## config.mk

```make
export PLATFORM = sky130hd
export DESIGN_NAME = power_accum
export DESIGN_NICKNAME = d
export VERILOG_FILES = /design/src/rtl/power_accum.sv
export SDC_FILE = /design/constraint.sdc
export NUM_CORES = 1
export LEC_CHECK = 0
export ABC_CLOCK_PERIOD_IN_PS = 3500
export CAP_MARGIN = 15
export CORE_MARGIN = 2
export CORE_UTILIZATION = 39
export CTS_BUF_LIST = sky130_fd_sc_hd__clkbuf_8
export CTS_CLUSTER_DIAMETER = 150
export DETAILED_ROUTE_END_ITERATION = 16
export PLACE_DENSITY_LB_ADDON = 0.05
export RECOVER_POWER = 100
export SLEW_MARGIN = 20
export SYNTH_ARGS = -nofsm -noshare
export SYNTH_HDL_FRONTEND = slang
export SYNTH_SLANG_ARGS = --single-unit
```

## constraint.sdc

```tcl
create_clock -name clk -period 3.5 [get_ports clk]
set_input_delay 0.35 -clock clk [delete_from_list [all_inputs] [get_ports clk]]
set_output_delay 0.35 -clock clk [all_outputs]
set_load 0.02 [all_outputs]
```

## src/rtl/power_accum.sv

```systemverilog
// power_accum -- windowed signal power estimator feeding the Log2 converter.
//
// Squares each accepted signed sample and sums the squares over WINDOW
// accepted samples. At the end of every window it emits the sum shifted
// right by SHIFT, clamped to OW bits, with a one-cycle valid strobe.
//
// Optional feature macro: POWER_ACCUM_DC_BLOCK_EN
//   When defined, each window's arithmetic mean of raw samples is tracked
//   in dc_mean. The value squared is (sample - dc_mean) instead of the raw
//   sample, so a constant offset contributes no power from the window after
//   the one that measured it.
//
// Ports:
//   clk       system clock
//   rst       asynchronous active-high reset
//   sample_i  [IW-1:0] signed input sample
//   valid_i   sample_i valid this cycle
//   clear_i   synchronous window abort/restart (drops partial window)
//   power_o   [OW-1:0] averaged window power, unsigned
//   valid_o   one-cycle strobe, power_o/sat_o updated
//   sat_o     power_o was clamped for this window (qualified by valid_o)
module power_accum #(
  parameter int IW     = 16,
  parameter int WINDOW = 256,
  parameter int SHIFT  = 8,
  parameter int OW     = 32
) (
  input  logic          clk,
  input  logic          rst,
  input  logic [IW-1:0] sample_i,
  input  logic          valid_i,
  input  logic          clear_i,
  output logic [OW-1:0] power_o,
  output logic          valid_o,
  output logic          sat_o
);

  localparam int LW = $clog2(WINDOW);
  localparam int CW = (LW > 0) ? LW : 1;
`ifdef POWER_ACCUM_DC_BLOCK_EN
  localparam int SQ_W = 2*IW + 2;
`else
  localparam int SQ_W = 2*IW;
`endif
  localparam int ACC_W = SQ_W + LW;
  // Extended width for the shift/clamp; always wider than OW so the clamp
  // compare has at least one bit above the output range.
  localparam int EW = (ACC_W > OW) ? ACC_W : OW + 1;
  localparam logic [CW-1:0] LAST_CNT = CW'(WINDOW - 1);
  localparam logic [EW-1:0] OUT_MAX  = {{(EW-OW){1'b0}}, {OW{1'b1}}};

  // Stage 1
  logic              s1_valid_q, s1_valid_d;
  logic [SQ_W-1:0]   sq_q, sq_d;
  // Stage 2
  logic [CW-1:0]     cnt_q, cnt_d;
  logic [ACC_W-1:0]  acc_q, acc_d;
  logic [OW-1:0]     power_q, power_d;
  logic              valid_q, valid_d;
  logic              sat_q, sat_d;

  logic              take;
  logic              close;
  logic [ACC_W-1:0]  sum;
  logic [EW-1:0]     sum_ext;
  logic [EW-1:0]     shifted;
  logic signed [SQ_W-1:0] sq_in;
  logic signed [SQ_W-1:0] prod;

  // A sample coincident with clear_i is dropped.
  assign take = valid_i && !clear_i;

  // Window closes when stage 1 carries the last sample; clear_i wins.
  assign close = s1_valid_q && (cnt_q == LAST_CNT) && !clear_i;

`ifdef POWER_ACCUM_DC_BLOCK_EN
  logic signed [IW-1:0] dc_mean_q, dc_mean_d;
  logic [IW-1:0]        s1_raw_q, s1_raw_d;
  logic [IW+LW-1:0]     raw_q, raw_d;
  logic [IW+LW-1:0]     raw_total;
  logic [IW-1:0]        new_mean;
  logic [IW-1:0]        mean_eff;
  logic signed [IW:0]   diff;

  assign raw_total = raw_q + {{LW{s1_raw_q[IW-1]}}, s1_raw_q};
  // Taking the upper IW bits equals an arithmetic right shift by LW
  // truncated back to IW bits; the mean always fits in IW bits.
  assign new_mean  = raw_total[IW+LW-1:LW];
  // Forward the freshly computed mean to a sample arriving on the closing
  // edge, so every sample of a window sees the previous window's mean.
  assign mean_eff  = close ? new_mean : dc_mean_q;

  always_comb begin
    diff  = {sample_i[IW-1], sample_i} - {mean_eff[IW-1], mean_eff};
    sq_in = {{(SQ_W-IW-1){diff[IW]}}, diff};
    prod  = sq_in * sq_in;
  end

  always_comb begin
    s1_raw_d  = take ? sample_i : s1_raw_q;
    raw_d     = raw_q;
    dc_mean_d = dc_mean_q;
    if (clear_i) begin
      raw_d = '0;
    end else if (s1_valid_q) begin
      raw_d = (cnt_q == '0) ? {{LW{s1_raw_q[IW-1]}}, s1_raw_q} : raw_total;
      if (close) begin
        dc_mean_d = new_mean;
      end
    end
  end

  always_ff @(posedge clk or posedge rst) begin
    if (rst) begin
      dc_mean_q <= '0;
      s1_raw_q  <= '0;
      raw_q     <= '0;
    end else begin
      dc_mean_q <= dc_mean_d;
      s1_raw_q  <= s1_raw_d;
      raw_q     <= raw_d;
    end
  end
`else
  // Sign-extend to the square width; the low SQ_W bits of the product are
  // exact, including (-2^(IW-1))^2 = 2^(2*IW-2).
  always_comb begin
    sq_in = {{IW{sample_i[IW-1]}}, sample_i};
    prod  = sq_in * sq_in;
  end
`endif

  // Stage 1: square the accepted sample.
  always_comb begin
    s1_valid_d = take;
    sq_d       = take ? prod : sq_q;
  end

  assign sum     = acc_q + {{LW{1'b0}}, sq_q};
  assign sum_ext = EW'(sum);
  assign shifted = sum_ext >> SHIFT;

  // Stage 2: accumulate, close window, clamp.
  always_comb begin
    cnt_d   = cnt_q;
    acc_d   = acc_q;
    power_d = power_q;
    sat_d   = sat_q;
    valid_d = 1'b0;
    if (clear_i) begin
      cnt_d = '0;
      acc_d = '0;
    end else if (s1_valid_q) begin
      // First sample of a window loads fresh; no separate clear needed
      // between back-to-back windows.
      acc_d = (cnt_q == '0) ? {{LW{1'b0}}, sq_q} : sum;
      if (cnt_q == LAST_CNT) begin
        cnt_d   = '0;
        valid_d = 1'b1;
        if (shifted > OUT_MAX) begin
          power_d = '1;
          sat_d   = 1'b1;
        end else begin
          power_d = shifted[OW-1:0];
          sat_d   = 1'b0;
        end
      end else begin
        cnt_d = cnt_q + CW'(1);
      end
    end
  end

  always_ff @(posedge clk or posedge rst) begin
    if (rst) begin
      s1_valid_q <= 1'b0;
      sq_q       <= '0;
      cnt_q      <= '0;
      acc_q      <= '0;
      power_q    <= '0;
      valid_q    <= 1'b0;
      sat_q      <= 1'b0;
    end else begin
      s1_valid_q <= s1_valid_d;
      sq_q       <= sq_d;
      cnt_q      <= cnt_d;
      acc_q      <= acc_d;
      power_q    <= power_d;
      valid_q    <= valid_d;
      sat_q      <= sat_d;
    end
  end

  assign power_o = power_q;
  assign valid_o = valid_q;
  assign sat_o   = sat_q;

endmodule

```

==> impl_metrics.json <==
{
  "arrival_ns": 5.71,
  "rsz0062_at_grt": "true",
  "start_util": 0.393,
  "drive_above_1_share": 0.271,
  "antenna_found_initial": 0,
  "critPathMostFrequentCell": "fa_1",
  "dp_hpwl_um": 31800,
  "vias": 12200,
  "routabilityCongestion": 0.875,
  "async_flop_share": 1.00,
  "yosysWarningCount": 0,
  "finalCriticalPeriod_ns": 5.38,
  "drv_slew": 71,
  "synth_flop_cell": "dfrtp_1",
  "min_path_type": "reg2reg",
  "use_met3": 0.0118,
  "grt_overflow": 0,
  "clock-root-buffer": "clkbuf_8",
  "finish.utilization": 0.515,
  "die_h_um": 203,
  "start_kind": "input pin",
  "yosys.area.top_type": "fa_1",
  "synth-seq-cells": 113,
  "synth.distinct_cells": 72,
  "grt_pass1_vias": 12700,
  "routed_wl_um": 39500,
  "failed_checks": "max-capacitance violations, max-slew violations, negative setup slack",
  "syn2layout_area_growth_pct": 31.1,
  "finalNonFillerCells": 2569,
  "grt_busiest_layer": "met2",
  "first_pass_iters": 7,
  "coreArea_mm2": 0.0395,
  "endpoint_kind": "flip-flop",
  "setup_violations": 26,
  "via_per_inst": 4.75,
  "grt_pass1_wl_um": 65600,
  "clock_path_buffers": 2,
  "synth_edf_count": 0,
  "yosys-top-cells-area": "fa_1, dfrtp_1, ha_1",
  "globalRouteMet1Util": 0.289,
  "hp-start": "power_o[13]$_DFFE_PP0P_",
  "fmax_mhz": 186,
  "grt_use_met2": 0.329,
  "drt_iter0_markers": 557,
  "synthesis.area_mm2": 0.0155,
  "synth_top_area_frac": 0.302,
  "rrSetupSlack_ns": -0.05,
  "worst_pin_slew_ns": 1.93,
  "rows": 73,
  "clk_pin_slew_worst_paths_ns": 0.08,
  "crit_buf_inv": 6,
  "cts.sinks": 113,
  "nNetsFinal": 2411,
  "dp.cells": 2488,
  "grt_max_degree": 58,
  "io_buffers": 52,
  "cp_cell_sequence": "buf_4, buf_6, nand2_2, buf_4, fa_1, inv_2, fa_1, fa_1, fa_1, fa_1, inv_1, fa_1, inv_2, ha_4, a2111o_1, a31o_4, a22oi_2, a211oi_2, a21oi_2, nand2_1, a31oi_2, xnor2_1, o21ai_1",
  "hold_buffers": 0,
  "r2r_start": "sq_q[0]$_DFFE_PP0P_",
  "numCtsBuffers": 17,
  "yosysSeqAreaShare": 0.182,
  "hold_viol": 0,
  "cts_tree": "done",
  "critPathTopFamily": "adder cells",
  "max_stage_delay_ns": 0.60,
  "critPathRequiredTime_ns": 3.83,
  "syn_nets": 2122,
  "globalRouteTotalUtil": 0.198,
  "setup_ws_ns": -1.88,
  "critical_path.max_fanout": 5,
  "ios": 54,
  "syn_inst": 1742,
  "clk_latency_ns": 0.46,
  "outcome": "complete, but fails checks",
  "startpoint": "sample_i[12]",
  "drc_errors": 0,
  "clock_skew_ns": 0.0145,
  "cp_slowest_cell": "fa_1",
  "cts-htree-levels": 4,
  "critPathKind": "in2reg",
  "drv_cap": 2,
  "timing.final.crit_share": 1.54,
  "slew_headroom": -0.287,
  "dieArea_mm2": 0.0414,
  "syn_area_per_cell_um2": 8.90,
  "wire_per_inst_um": 15.4,
  "antenna_cells": 0,
  "die_x_um": 203,
  "final_antenna_net_count": 0,
  "whs_ns": 0.468
}
flip-flops by register name, summed over array words and instances (netlist names):
register / count
s1_valid_q: 1
cnt_q: 8
power_o: 32
sq_q: 31
valid_o: 1
acc_q: 40
per-stage QoR:
step                      instance area (µm²)  worst slack [ns]  setup TNS (ns)
final                                   20300             -1.88          -36.89
after global routing                    20300             -2.06          -41.96
after CTS                               19800             -2.02          -39.05
after detailed placement                18600             -3.03          -64.30
after global placement                  18600             -2.90          -63.07
after floorplan                         15900             -2.09          -39.22
synth_stat cells, types with 13 or more instances:
cell type    n
xnor2_1     44
a21o_1      21
clkbuf_1    56
ha_1       126
dfrtp_1    113
nand3_1     20
inv_1      350
nand2_1    233
a21oi_1     55
xor2_1      36
nor2_1      90
o21ai_0     99
and2_1      39
a311oi_1    13
fa_1       234
nand2b_1    17
final timing paths:
path                                                end  cells after the start
worst max-delay path               sq_q[31]$_DFFE_PP0P_                     23
worst min-delay path            power_o[13]$_DFFE_PP0P_                      2
worst max register to register    acc_q[30]$_DFFE_PP0P_                     11
worst min register to register  power_o[13]$_DFFE_PP0P_                      2
max in group asynchronous        power_o[2]$_DFFE_PP0P_                      3
min in group asynchronous          cnt_q[7]$_DFFE_PP0P_                      2
layout make-up:
cell class,instances,area [µm²]
Clock buffer,17,234
Sequential cell,113,2830
Timing Repair Buffer,330,2970
Tap cell,525,657
Inverter,352,1340
Clock inverter,15,150
Multi-Input combinational cell,1217,12100
Fill cell,3742,19100
cells by family after synthesis:
logic type               count (synthesis)  synth area share
other                                    1          0.000242
adder cells (fa/ha/maj)                360             0.404
AND/OR/NAND/NOR                        467             0.136
flip-flops                             113             0.182
multiplexers                            11           0.00727
AO/OA/AOI/OAI                          298             0.125
XOR/XNOR                                80            0.0452
buffers and inverters                  412             0.100
cells in the final DEF, fill, tap and decap left out, types with 18 or more instances in the layout:
cell / synthesis / routed
o21ai_0: 99 / 80
ha_1: 126 / 95
ha_4: 0 / 27
a21oi_1: 55 / 42
dlygate4sd3_1: 0 / 34
buf_4: 2 / 216
dfrtp_1: 113 / 113
xor2_1: 36 / 34
inv_1: 350 / 308
nand2_2: 0 / 18
inv_2: 0 / 38
xnor2_1: 44 / 40
fa_1: 234 / 211
fa_2: 0 / 23
nor2_1: 90 / 75
and2_1: 39 / 23
buf_6: 0 / 46
a21o_1: 21 / 21
o21ai_1: 7 / 22
nand2_1: 233 / 207
worst register-to-register path, cell delays in order (launching register included):
cell and delay, ns:
dfrtp_1 0.40, ha_1 0.24, ha_1 0.23, a211oi_1 0.37, o211a_1 0.26, o31ai_1 0.11
o21ai_0 0.37, nor2_2 0.10, a311o_2 0.45, a211oi_1 0.31, xor2_1 0.33, a311oi_1 0.15
repair_timing:
item | CTS | global route
setup buffers | 31 | 19
gates resized for setup | 236 | 122
cloned | 4 | 1
endpoints found under the hold margin | 0 | 0
setup endpoints to repair | 27 | 26
pin swaps | 124 | 102
metal layers:
metal / share of wire / vias up / routed length (µm)
met5: 0 / - / 0
met4: 0.011 / 0 / 446
met3: 0.019 / 20 / 732
met2: 0.47 / 137 / 18400
met1: 0.50 / 5920 / 19900
li1: - / 6124 / -
Power is left out: the tool's default activity adds up to more than one toggle a clock period on the data nets, which glitch-free logic cannot reach.
